File: src/rtl/i2s_crush_pkg.sv
// Shared types and widths for the I2S bitcrusher scheduler.
package i2s_crush_pkg;

  // Settings FSM: waiting for a pot pair, or holding one until the next frame
  typedef enum logic {
    IDLE,
    PENDING
  } sched_state_t;

  // Width of the frame counter and of the applied skip count
  localparam int unsigned COUNT_W = 8;

  // Width of the applied bit-depth value
  localparam int unsigned DEPTH_W = 5;

endpackage

File: src/rtl/i2s_lrclk_edge.sv
// LRCLK frame-boundary detector for the bitcrusher scheduler.
// Right-word (rising) edges generate no events downstream, so only the
// left-word (falling) edge is decoded here.
module i2s_lrclk_edge (
  input  logic clk,
  input  logic rst_n,
  input  logic lrclk,
  output logic fall_det,
  output logic fall_pulse
);

  logic lrclk_q;

  // Combinational detect: the cycle in which the falling edge is sampled
  assign fall_det = lrclk_q & ~lrclk;

  // Delay word select and register the left-word start pulse
  always_ff @(posedge clk or negedge rst_n) begin
    if (!rst_n) begin
      lrclk_q    <= 1'b0;
      fall_pulse <= 1'b0;
    end else begin
      lrclk_q    <= lrclk;
      fall_pulse <= fall_det;
    end
  end

endmodule

File: src/rtl/i2s_crush_scheduler.sv
// Control plane for the I2S bitcrusher datapath (BCLK domain).
// Tracks frames, runs the sample-rate-reduction counter, and applies pot
// settings only on frame boundaries.
// Optional feature: define CFG_HYST_EN to drop pot pairs that sit inside the
// HYST dead-band of the last applied raw codes.
module i2s_crush_scheduler
  import i2s_crush_pkg::*;
#(
  parameter int unsigned DATA_WIDTH = 24,
  parameter int unsigned POT_WIDTH  = 10,
  parameter int unsigned SUBDIV     = 100,
  parameter int unsigned MIN_DEPTH  = 4,
  parameter int unsigned HYST       = 4
) (
  input  logic                  BCLK,
  input  logic                  RST_N,
  input  logic                  LRCLK,
  input  logic [POT_WIDTH-1:0]  POT_RATE,
  input  logic [POT_WIDTH-1:0]  POT_DEPTH,
  input  logic                  POT_VALID,
  output logic                  POT_READY,
  output logic                  FRAME_START,
  output logic                  HOLD_SAMPLE,
  output logic [DATA_WIDTH-1:0] CRUSH_MASK,
  output logic [DEPTH_W-1:0]    ACTIVE_DEPTH,
  output logic [COUNT_W-1:0]    ACTIVE_SKIP,
  output logic [COUNT_W-1:0]    SAMPLE_COUNT,
  output logic                  CFG_APPLIED
);

  localparam int unsigned RATE_PROD_W  = POT_WIDTH + COUNT_W;
  localparam int unsigned DEPTH_SPAN   = DATA_WIDTH - MIN_DEPTH + 1;
  localparam int unsigned DEPTH_PROD_W = POT_WIDTH + DEPTH_W + 1;
  localparam int unsigned SUM_W        = DEPTH_W + 1;

  localparam logic [COUNT_W-1:0] LAST_COUNT = COUNT_W'(SUBDIV - 1);
  localparam logic [COUNT_W:0]   SUBDIV_EXT = (COUNT_W + 1)'(SUBDIV);
  localparam logic [SUM_W-1:0]   DEPTH_MAX  = SUM_W'(DATA_WIDTH);

  sched_state_t state, state_next;

  logic fall_det;
  logic capture;
  logic apply;
  logic hyst_drop;

  logic [RATE_PROD_W-1:0]  rate_prod;
  logic [DEPTH_PROD_W-1:0] depth_prod;
  logic [SUM_W-1:0]        depth_sum;
  logic [COUNT_W-1:0]      map_skip;
  logic [DEPTH_W-1:0]      map_depth;
  logic [DATA_WIDTH-1:0]   map_mask;

  logic [COUNT_W-1:0]      pend_skip;
  logic [DEPTH_W-1:0]      pend_depth;
  logic [DATA_WIDTH-1:0]   pend_mask;

  logic [COUNT_W-1:0]      next_count;
  logic [COUNT_W-1:0]      skip_eff;
  logic [COUNT_W:0]        hold_thresh;
  logic                    hold_next;

  i2s_lrclk_edge u_edge (
    .clk        (BCLK),
    .rst_n      (RST_N),
    .lrclk      (LRCLK),
    .fall_det   (fall_det),
    .fall_pulse (FRAME_START)
  );

  assign POT_READY = (state == IDLE);

  // Map raw pot codes to skip count, bit depth and crush mask
  always_comb begin
    rate_prod  = RATE_PROD_W'(POT_RATE) * RATE_PROD_W'(SUBDIV);
    map_skip   = COUNT_W'(rate_prod >> POT_WIDTH);
    depth_prod = DEPTH_PROD_W'(POT_DEPTH) * DEPTH_PROD_W'(DEPTH_SPAN);
    depth_sum  = SUM_W'(MIN_DEPTH) + SUM_W'(depth_prod >> POT_WIDTH);
    map_depth  = (depth_sum > DEPTH_MAX) ? DEPTH_W'(DATA_WIDTH) : DEPTH_W'(depth_sum);
    map_mask   = ~({DATA_WIDTH{1'b1}} >> map_depth);
  end

`ifdef CFG_HYST_EN
  logic [POT_WIDTH-1:0] pend_rate_raw;
  logic [POT_WIDTH-1:0] pend_depth_raw;
  logic [POT_WIDTH-1:0] last_rate_raw;
  logic [POT_WIDTH-1:0] last_depth_raw;

  function automatic logic within_band(input logic [POT_WIDTH-1:0] a,
                                       input logic [POT_WIDTH-1:0] b);
    logic [POT_WIDTH-1:0] diff;
    diff = (a > b) ? (a - b) : (b - a);
    return (32'(diff) < HYST);
  endfunction

  assign hyst_drop = within_band(POT_RATE, last_rate_raw) &&
                     within_band(POT_DEPTH, last_depth_raw);

  // Raw codes follow the settings through capture and apply
  always_ff @(posedge BCLK or negedge RST_N) begin
    if (!RST_N) begin
      pend_rate_raw  <= '0;
      pend_depth_raw <= '0;
      last_rate_raw  <= '0;
      last_depth_raw <= '0;
    end else begin
      if (capture) begin
        pend_rate_raw  <= POT_RATE;
        pend_depth_raw <= POT_DEPTH;
      end
      if (apply) begin
        last_rate_raw  <= pend_rate_raw;
        last_depth_raw <= pend_depth_raw;
      end
    end
  end
`else
  assign hyst_drop = 1'b0;
`endif

  // Next-state logic: capture in IDLE, apply on the next frame edge in PENDING
  always_comb begin
    state_next = state;
    capture    = 1'b0;
    apply      = 1'b0;
    unique case (state)
      IDLE: begin
        if (POT_VALID && !hyst_drop) begin
          capture    = 1'b1;
          state_next = PENDING;
        end
      end
      PENDING: begin
        if (fall_det) begin
          apply      = 1'b1;
          state_next = IDLE;
        end
      end
    endcase
  end

  // Settings FSM state register
  always_ff @(posedge BCLK or negedge RST_N) begin
    if (!RST_N) begin
      state <= IDLE;
    end else begin
      state <= state_next;
    end
  end

  // Hold mapped settings until the next frame boundary
  always_ff @(posedge BCLK or negedge RST_N) begin
    if (!RST_N) begin
      pend_skip  <= '0;
      pend_depth <= '0;
      pend_mask  <= '0;
    end else if (capture) begin
      pend_skip  <= map_skip;
      pend_depth <= map_depth;
      pend_mask  <= map_mask;
    end
  end

  // Counter advance and hold decision; settings applied this frame already govern it
  always_comb begin
    next_count  = (SAMPLE_COUNT == LAST_COUNT) ? '0 : (SAMPLE_COUNT + 1'b1);
    skip_eff    = apply ? pend_skip : ACTIVE_SKIP;
    hold_thresh = SUBDIV_EXT - {1'b0, skip_eff};
    hold_next   = ({1'b0, next_count} >= hold_thresh) && (skip_eff != '0);
  end

  // Frame-rate state: counter, hold flag and active settings move with FRAME_START
  always_ff @(posedge BCLK or negedge RST_N) begin
    if (!RST_N) begin
      SAMPLE_COUNT <= '0;
      HOLD_SAMPLE  <= 1'b0;
      ACTIVE_SKIP  <= '0;
      ACTIVE_DEPTH <= DEPTH_W'(DATA_WIDTH);
      CRUSH_MASK   <= '1;
      CFG_APPLIED  <= 1'b0;
    end else begin
      CFG_APPLIED <= apply;
      if (fall_det) begin
        SAMPLE_COUNT <= next_count;
        HOLD_SAMPLE  <= hold_next;
      end
      if (apply) begin
        ACTIVE_SKIP  <= pend_skip;
        ACTIVE_DEPTH <= pend_depth;
        CRUSH_MASK   <= pend_mask;
      end
    end
  end

endmodule

File: config.mk
export PLATFORM = sky130hd
export DESIGN_NAME = i2s_crush_scheduler
export DESIGN_NICKNAME = d
export VERILOG_FILES = /design/src/rtl/i2s_crush_pkg.sv /design/src/rtl/i2s_lrclk_edge.sv /design/src/rtl/i2s_crush_scheduler.sv
export SDC_FILE = /design/constraint.sdc
export NUM_CORES = 1
export LEC_CHECK = 0
export ABC_CLOCK_PERIOD_IN_PS = 3340
export BUFFER_PORTS_ARGS = -buffer_cell sky130_fd_sc_hd__buf_2
export CORE_UTILIZATION = 53
export DETAILED_ROUTE_END_ITERATION = 7
export PLACE_DENSITY = 0.86
export SLEW_MARGIN = 20
export SYNTH_ARGS = -nofsm -noshare
export SYNTH_HDL_FRONTEND = slang
export SYNTH_SLANG_ARGS = --single-unit
File: constraint.sdc
create_clock -name BCLK -period 3.34 [get_ports BCLK]
set_clock_uncertainty 0.2 [all_clocks]
set_input_delay 0.668 -clock BCLK [delete_from_list [all_inputs] [get_ports BCLK]]
set_output_delay 0.668 -clock BCLK [all_outputs]
set_load 0.05 [all_outputs]
-- After elaboration in Yosys (flattened, before gate mapping)
Cells that the tools add are included.
- $add $sub $neg: 3
- multipliers: 2
- $lt $le $gt $ge: 2
- equality and inequality tests: 1
- shift-type cells: 1
- multiplexer cells: 9
- bitwise operators: 4
- reductions and logical operators: 2
- operators with widths (cell ; count):
    $mul 10x5->15 const B ; 2
    $not 24->24 ; 1
    $shr 24x5->24 const A ; 1
    $mux 8 ; 2
    $ge 8x9->1 ; 1
    $sub 7x8->9 const A ; 1
    $add 8x1->8 const B ; 1
    $eq 8x7->1 const B ; 1
    $reduce_bool 8->1 ; 1
    $add 3x5->6 const A ; 1
    $gt 6x5->1 const B ; 1
    $mux 1 ; 5
    $mux 5 ; 1
    $not 1->1 ; 2
    $pmux 1 s2 ; 1
    $and 1x1->1 ; 1
    $logic_and 1x1->1 ; 1
- register bits after elaboration: 86
- input bits: 24
- output and inout bits: 49
- logic and storage cells: 36

-- Logic depth before layout (Yosys ltp)
Gate-level depths: netlist of run 1.
- depth after elaboration: 8
- depth in mapped cells: 21
- gate-level depth less buffers: 20

-- By module
Synthesis of run 1 repeated with hierarchy kept, for this count alone.
- cell total of the unflattened synthesis: 487
- area total of the unflattened synthesis: 5361.4 um^2
- by module, submodules not included (module ; times used ; cells an instance ; area an instance (um^2) ; sequential area each (um^2)):
    i2s_crush_scheduler ; 1 ; 484 ; 5297.6 ; 2083.2
    i2s_lrclk_edge ; 1 ; 3 ; 63.8 ; 50.0

-- Worst setup path after synthesis of run 1
OpenSTA, ideal clock, no wires.
- path type: input to register
- start: input POT_DEPTH[3]
- end: register pend_mask[13]
- setup time: 87 ps
- arrival time: 4739 ps
- data required time: 3053 ps
- path slack: -1686 ps
- stages on the path: 20
- path buffers: 1
- cells stage by stage: ha_1 > ha_1 > inv_1 > fa_1 > inv_1 > ha_1 > a211o_1 > nor3_2 > a211oi_2 > o21ai_1 > o31ai_2 > inv_2 > ha_1 > or4b_2 > mux2i_1 > nor3_1 > mux2i_2 > buf_4 > o21ai_1 > o211ai_1
- longest elaborated chain between the ends: 6
- ends and longest elaborated chain (element ; line ; RTL):
    start: declaration ; i2s_crush_scheduler.sv:19 ; input logic [POT_WIDTH-1:0] POT_DEPTH,
    $mul 10x5->15 (*) ; i2s_crush_scheduler.sv:77 ; depth_prod = DEPTH_PROD_W'(POT_DEPTH) * DEPTH_PROD_W'(DEPTH_SPAN);
    $add 3x5->6 (*) ; i2s_crush_scheduler.sv:78 ; depth_sum = SUM_W'(MIN_DEPTH) + SUM_W'(depth_prod >> POT_WIDTH);
    $gt 6x5->1 ; i2s_crush_scheduler.sv:79 ; map_depth = (depth_sum > DEPTH_MAX) ? DEPTH_W'(DATA_WIDTH) : DEPTH_W'(depth_sum);
    $mux 5 (*) ; i2s_crush_scheduler.sv:79 ;
    $shr 24x5->24 (*) ; i2s_crush_scheduler.sv:80 ; map_mask = ~({DATA_WIDTH{1'b1}} >> map_depth);
    $not 24->24 (*) ; i2s_crush_scheduler.sv:80 ;
    end signal: assignment ; i2s_crush_scheduler.sv:160 ; pend_mask <= map_mask;
    end: declaration ; i2s_crush_scheduler.sv:56 ; logic [DATA_WIDTH-1:0] pend_mask;
Mark *: on every way between the ends. The rest lies on a longest branch, timed or not.
A chain may end at the register's enable or synchronous reset.

-- Worst setup path after layout of run 1
- start: input POT_DEPTH[5]
- end: register pend_mask[15]
The elaborated chain is that of the path after synthesis.

==> results of run 1 <==
state kept, by name, summed over array words and instances, names as in the netlist:
register,count
state,1
CFG_APPLIED,1
u_edge.lrclk_q,1
SAMPLE_COUNT,8
ACTIVE_SKIP,8
ACTIVE_DEPTH,4
pend_skip,7
u_edge.fall_pulse,1
pend_mask,24
pend_depth,4
HOLD_SAMPLE,1
CRUSH_MASK,24
through the flow:
stage | instances | setup WS, ps
detailed placement | 772 | -1870
floorplan | 521 | -1560
CTS | 799 | -1400
finish | 806 | -1470
global route | 806 | -1690
global placement | 772 | -1670
cell usage in the layout (no fill, tap or decap), types with 3 or more instances in the layout:
cell type / Yosys / routed
mux2_2: 28 / 28
nor3_4: 0 / 3
nand2_2: 0 / 4
o21ai_1: 14 / 11
buf_6: 0 / 10
inv_1: 52 / 48
buf_4: 2 / 72
nand3_1: 11 / 8
a21o_1: 5 / 5
nand2_1: 49 / 44
clkbuf_8: 0 / 10
nand2b_1: 8 / 5
ha_2: 0 / 4
nor3_1: 11 / 8
mux2i_4: 1 / 3
xnor2_1: 13 / 12
and3_1: 7 / 6
nand4_1: 4 / 4
fa_1: 8 / 8
nor2_1: 38 / 36
xor2_1: 13 / 13
nand3_2: 0 / 3
o21ai_2: 0 / 10
inv_2: 1 / 4
nor2b_1: 3 / 3
o21ai_0: 17 / 10
dfrtp_1: 59 / 57
mux2i_1: 9 / 7
dfstp_2: 25 / 25
ha_1: 77 / 61
buf_2: 0 / 67
a21oi_1: 13 / 10
nand2b_4: 0 / 3
ha_4: 0 / 12
report_power, final:
| part | switching (mW) | leakage (nW) | total [mW] | internal, mW |
|---|---|---|---|---|
| Combinational | 2.18 | 2.56 | 3.54 | 1.36 |
| Sequential | 0.275 | 0.984 | 1.81 | 1.54 |
| Clock | 0.350 | 0.0926 | 0.714 | 0.365 |
| Total | 2.80 | 3.64 | 6.07 | 3.26 |
worst max-delay path by stage:
stage,from,end,slack (ps)
detailed placement,POT_DEPTH[4],pend_mask[15],-1870
global route,POT_DEPTH[5],pend_mask[15],-1690
finish,POT_DEPTH[5],pend_mask[15],-1470
floorplan,POT_DEPTH[3],pend_mask[13],-1560
global placement,POT_DEPTH[3],pend_mask[15],-1670
CTS,POT_DEPTH[5],pend_mask[15],-1400
critical path, stage by stage:
cell and delay (ps):
buf_8 100, ha_4 240, ha_4 250, inv_2 30
fa_1 500, inv_2 50, ha_4 210, a211o_1 300
nor3_4 240, a211oi_4 90, o21ai_2 170, nand2b_1 90
xor2_1 150, inv_1 80, ha_2 180, nand2_1 60
o41ai_1 620, nor3_2 90, mux2i_2 280, buf_4 210
a211oi_2 70, nor3_1 200
cells by family (layout without fill, tap and decap cells):
| logic type | count (synthesis) | in the layout | synth area share, % |
|---|---|---|---|
| AO/OA/AOI/OAI | 75 | 75 | 9.41 |
| XOR/XNOR | 27 | 27 | 4.54 |
| adder cells (fa/ha/maj) | 85 | 85 | 20.9 |
| buffers and inverters | 70 | 222 | 5.03 |
| flip-flops | 84 | 84 | 39.7 |
| multiplexers | 39 | 39 | 8.22 |
| AND/OR/NAND/NOR | 141 | 141 | 12.2 |
layer usage:
layer	up-vias	GRT usage, %	part of all wire (%)
met5	-	0	0
met4	0	10.1	3.4
met3	34	4.27	4.4
li1	2084	-	-
met2	140	41.1	51
met1	2129	28.3	41
timing repair:
action,in CTS,in global routing
cloned,1,0
endpoints found under the setup margin,31,34
hold buffers,0,0
buffers inserted,11,7
pin swaps,34,27
gates resized for setup,39,39
area by class of cell:
cell class | count | area, sq um | area share (%)
Multi-Input combinational cell | 367 | 3390 | 47.5
Clock buffer | 12 | 145 | 2.03
Sequential cell | 84 | 2140 | 29.9
Clock inverter | 4 | 50.0 | 0.701
Timing Repair Buffer | 152 | 1050 | 14.6
Inverter | 54 | 208 | 2.91
Tap cell | 133 | 166 | 2.33
==> results.txt, run 1 <==
Post-Synthesis Net Count - 630
Synthesized area per cell - 10.3 sq um
CP Class - primary input to flip-flop
Tmin final - 4810 ps
TritonCTS clock tree - yes
Worst relative slew slack - 48.7%
Core ar. - 9820 sq um
Tcrit/Tclk final - 144%
Critical path endpoint category - flip-flop
Unrepaired setup endpoints after global routing - true
Top achievable clock speed - 208 MHz
Post-route ant nets - 0
Gpl congestion - 0.833
Main flop type after synthesis - dfrtp_1
Nets - 777
Final Power - 6.07 mW
N_diodes - 0
Commonest cells post-synth - ha_1 (77), dfrtp_1 (59), inv_1 (52), nand2_1 (49), nor2_1 (38)
Max-cap violations - 0
Top cell type's share of synthesized area - 27.5%
Core Util, Final - 72.8%
Die Wd - 103 microns
First-pass GRT wire length - 19.1 mm
WL per Instance - 15.4 microns
Cells after synthesis - 521
Die H - 103 microns
Worst r2r dst - HOLD_SAMPLE
Clk buf depth - 2
Tightest Hold Check Type - primary input to async pin
Root Buffer - clkbuf_8
Filler cells - 676
Required @ worst endpoint - 3420 ps
DP Wirelength - 8.84 mm
Final Cell Area - 7140 sq um
Area contributors post-synth - dfrtp_1 (27%), ha_1 (18%), dfstp_2 (12%)
Drt pass-1 iters - 5
Maximum VDD drop - 0.613 mV
Aggregate global-route resource usage - 23.5%
GRT overflow - 0
Num ports - 73
Outcome - finished with violations
Hold Fails Final Rpt - 4
Critical Path AT - 4880 ps
Final Max Tran Viols - 0
Seq cells post-synth - 84
Max FO, Critical Path - 5
Post-synth top area cell - dfrtp_1
Vias in the first global route - 4255
Port buffer count - 72
Layout cells sized above 1 - 43.4%
Setup_tns - -32270 ps
PD cells - 849 nW/um^2
Mapped Area - 5370 sq um
Number of CTS-inserted buffers - 9
Clock Latency Late Sink - 370 ps
Ys async rst share - 100%
Netlist cell types - 57
Failing checks - hold timing, setup timing
Worst r2r path cells - 13
Reg2reg setup slack - 210 ps
Placed inst area - 6440 sq um
Full die area - 10500 sq um
Total Wirelength - 12.4 mm
Crit path launch type - primary input
Hold WS - -2.27 ps
Number of synthesized flops with an enable pin - 0
Initial Util - 54.7%
Largest net degree at the start of global routing - 85
Vias per cell - 5.44
Iter 0 DRT Violations - 235
Synth warnings - 0
Area growth, synth to finish - 33.0%
CTS H-Tree Depth - 3
Row cnt - 36
Clk pin slew, worst setup/hold paths - 80 ps
DRC viols - 0
Final Worst Setup Slack - -1470 ps
Final setup fails - 31
Antenna violations before repair - 0
CTS sink cnt - 84
Count leader, synth - ha_1
Reg-to-Reg Start - SAMPLE_COUNT[0]
Via count - 4387
Worst Tran Pin Value - 759 ps
Leakage - 3.64 nW
Seq/Total Area, Yosys - 39.7%
Note: power is estimated with default switching activity, not from simulation.
==> inputs of run 2 (changes only) <==
==> constraint.sdc (replaced) <==
create_clock -name BCLK -period 3.34 [get_ports BCLK]
set_clock_uncertainty 0.2 [all_clocks]
set_input_delay 0.334 -clock BCLK [delete_from_list [all_inputs] [get_ports BCLK]]
set_output_delay 0.334 -clock BCLK [all_outputs]
set_load 0.05 [all_outputs]
==> run 2 against run 1 <==
Effect of this change:
- via count up 2.0%
- fmax up 6.6%
- die area unchanged
- power up 3.6%
- cell area up 1.7%
- largest power group unchanged
- routed wire length up 9.7%
- worst setup slack better by 300 ps
- critical path type unchanged
- worst hold slack better by 84 ps
- highest routed layer unchanged
- first-iteration DRC count up 0.43%
- sequential power about the same
- the flow finishes with violations (setup timing)
- flip-flop and latch count unchanged
- largest cell class unchanged
==> results.txt, run 2 (same netlist as run 1, synthesis figures left out) <==
Worst relative slew slack - 41.4% (was 48.7%)
Reg2reg setup slack - 200 ps (was 210 ps)
DRC viols - 0 (unchanged)
Crit-path max cell delay - 490 ps (was 620 ps)
Sw Ratio - 46.9% (was 46.2%)
Vias in the first global route - 4546 (was 4255)
Die H - 103 microns (unchanged)
TritonCTS clock tree - yes (unchanged)
Via count - 4474 (was 4387)
Net switching power figure - 2.95 mW (was 2.80 mW)
Final Worst Setup Slack - -1170 ps (was -1470 ps)
Largest registers - CRUSH_MASK x24, pend_mask x24 (unchanged)
Maximum VDD drop - 0.448 mV (was 0.613 mV)
Core ar. - 9820 sq um (unchanged)
Sequential share of power - 29.1% (was 29.9%)
Max-cap violations - 0 (unchanged)
Tmin final - 4510 ps (was 4810 ps)
Unrepaired setup endpoints after global routing - true (unchanged)
Critical Path AT - 4560 ps (was 4880 ps)
Leakage - 3.65 nW (was 3.64 nW)
Commonest cells after routing, fill and taps aside - buf_2 (67), ha_1 (59), buf_4 (58) (was buf_4 (72), buf_2 (67), ha_1 (61))
Setup_tns - -25740 ps (was -32270 ps)
Hold WS - 81.6 ps (was -2.27 ps)
Hold Fails Final Rpt - 0 (was 4)
Root Buffer - clkbuf_8 (unchanged)
Critical path endpoint category - flip-flop (unchanged)
Num ports - 73 (unchanged)
Top achievable clock speed - 222 MHz (was 208 MHz)
Largest net degree at the start of global routing - 85 (unchanged)
Drt pass-1 iters - 5 (unchanged)
Failing checks - setup timing (was hold timing, setup timing)
CTS H-Tree Depth - 3 (unchanged)
Crit-path cells - buf_8 > ha_4 > ha_4 > inv_2 > fa_1 > inv_2 > ha_4 > a211o_1 > nor3_4 > a211oi_4 > o21ai_2 > nand2b_1 > xor2_2 > inv_2 > ha_4 > or4b_4 > mux2i_4 > nor3_4 > mux2i_4 > nand2_2 > a311oi_2 (was buf_8 > ha_4 > ha_4 > inv_2 > fa_1 > inv_2 > ha_4 > a211o_1 > nor3_4 > a211oi_4 > o21ai_2 > nand2b_1 > xor2_1 > inv_1 > ha_2 > nand2_1 > o41ai_1 > nor3_2 > mux2i_2 > buf_4 > a211oi_2 > nor3_1)
DP Wirelength - 8.87 mm (was 8.84 mm)
Logic pwr share - 59.2% (was 58.3%)
Final Max Tran Viols - 0 (unchanged)
Required @ worst endpoint - 3390 ps (was 3420 ps)
CP Class - primary input to flip-flop (unchanged)
Total Wirelength - 13.6 mm (was 12.4 mm)
Clk buf depth - 2 (unchanged)
Layout cells sized above 1 - 44.8% (was 43.4%)
Initial Util - 54.7% (unchanged)
CP max-delay cell - fa_1 (was o41ai_1)
Worst r2r path cells - 13 (unchanged)
Die Wd - 103 microns (unchanged)
Clk pin slew, worst setup/hold paths - 90 ps (was 80 ps)
Clock Latency Late Sink - 360 ps (was 370 ps)
Area growth, synth to finish - 35.2% (was 33.0%)
Nets - 774 (was 777)
GRT overflow - 0 (unchanged)
Iter 0 DRT Violations - 236 (was 235)
Max FO, Critical Path - 5 (unchanged)
Tightest Hold Check Type - primary input to flip-flop (was primary input to async pin)
Vias per cell - 5.57 (was 5.44)
Part of the power in the clock network - 11.7% (was 11.8%)
Commonest non-fill, non-tap cell in the layout - buf_2 (was buf_4)
Hold wc startpoint - POT_VALID
Min-Delay Endpoint - state
Aggregate global-route resource usage - 26.0% (was 23.5%)
Antenna violations before repair - 0 (unchanged)
First-pass GRT wire length - 21.2 mm (was 19.1 mm)
Row cnt - 36 (unchanged)
Top cell by count, worst path - ha_4 (unchanged)
Internal cell power - 3.34 mW (was 3.26 mW)
N_diodes - 0 (unchanged)
PD cells - 865 nW/um^2 (was 849 nW/um^2)
Hold Crit Depth - 3
Non-filler instance count after layout - 803 (was 806)
Worst r2r dst - HOLD_SAMPLE (unchanged)
Final setup fails - 28 (was 31)
Outcome - finished with violations (unchanged)
Post-route ant nets - 0 (unchanged)
Tcrit/Tclk final - 135% (was 144%)
Gpl congestion - 0.849 (was 0.833)
WL per Instance - 16.9 microns (was 15.4 microns)
Core Util, Final - 74.0% (was 72.8%)
Worst Tran Pin Value - 877 ps (was 759 ps)
Number of CTS-inserted buffers - 9 (unchanged)
Port buffer count - 72 (unchanged)
Crit path launch type - primary input (unchanged)
Reg-to-Reg Start - SAMPLE_COUNT[0] (unchanged)
Full die area - 10500 sq um (unchanged)
Post-Place Cells - 763 (was 772)
CTS sink cnt - 84 (unchanged)
==> run 2: cell count changes in the layout (fill, tap and decap cells not counted), sizes merged <==
cell / change
buf: -5
clkbuf: -2
clkinv: +2
dlygate4sd3: +2
==> run 2: stage by stage <==
| stage | power (mW) | area, sq um | worst slack, ps |
|---|---|---|---|
| after floorplan | 4.04 | 5490 | -1220 |
| after global placement | 4.72 | 6340 | -1380 |
| after detailed placement | 4.86 | 6340 | -1590 |
| after CTS | 5.89 | 6950 | -999 |
| after global routing | 6.65 | 7270 | -1290 |
| final | 6.29 | 7270 | -1170 |
==> run 2: worst max-delay path, delay by kind of cell <==
kind / cells / cell delay (ps)
muxes: 2 / 580
and+or+nand+nor: 5 / 1050
AOI/OAI and AO/OA: 4 / 820
buffers and inverters: 4 / 260
xor gates and xnor gates: 1 / 160
adders and majority gates: 5 / 1320
==> run 2: worst max-delay path by stage <==
stage	startpoint	endpoint	slack, ps	cells past startpoint
2_1_floorplan	POT_DEPTH[3]	pend_mask[13]	-1220	21
3_3_place_gp	POT_DEPTH[3]	pend_mask[7]	-1380	21
3_5_place_dp	POT_DEPTH[4]	pend_mask[7]	-1590	21
4_1_cts	POT_DEPTH[3]	pend_mask[7]	-1000	21
5_1_grt	POT_DEPTH[3]	pend_mask[19]	-1290	22
6_report	POT_DEPTH[3]	pend_mask[7]	-1170	21
==> run 2: metal layers <==
| layer | routed length (microns) | global-route usage, % | part of all wire (%) | up-vias |
|---|---|---|---|---|
| met4 | 493 | 14.1 | 3.6 | 0 |
| met5 | 0 | 0 | 0 | - |
| met1 | 5500 | 30.4 | 40 | 2170 |
| met2 | 6980 | 46.2 | 51 | 175 |
| li1 | - | - | - | 2081 |
| met3 | 619 | 3.73 | 4.6 | 48 |
==> run 2: power by group through the flow <==
stage	sequential (mW)	clock, mW	combinational, mW
3_5_place_dp	1.83	0	3.04
5_1_grt	1.87	0.786	3.99
2_1_floorplan	2.58	0	1.46
3_3_place_gp	1.79	0	2.93
4_1_cts	1.81	0.735	3.35
6_report	1.83	0.737	3.72
==> run 2: layout make-up <==
class	count	area [sq um]
clock inverters	6	63.8
inverters	54	208
clock buffers	10	138
fillers	656	2550
flip-flops and latches	84	2140
repair buffers	149	1050
well taps	133	166
multi-input cells	367	3500
==> run 2: repair_timing <==
item	CTS	global route
pin swaps	30	35
buffers inserted	14	12
setup endpoints to repair	28	30
gates resized for setup	56	49
hold endpoints to repair	60	0
hold buffers	2	0
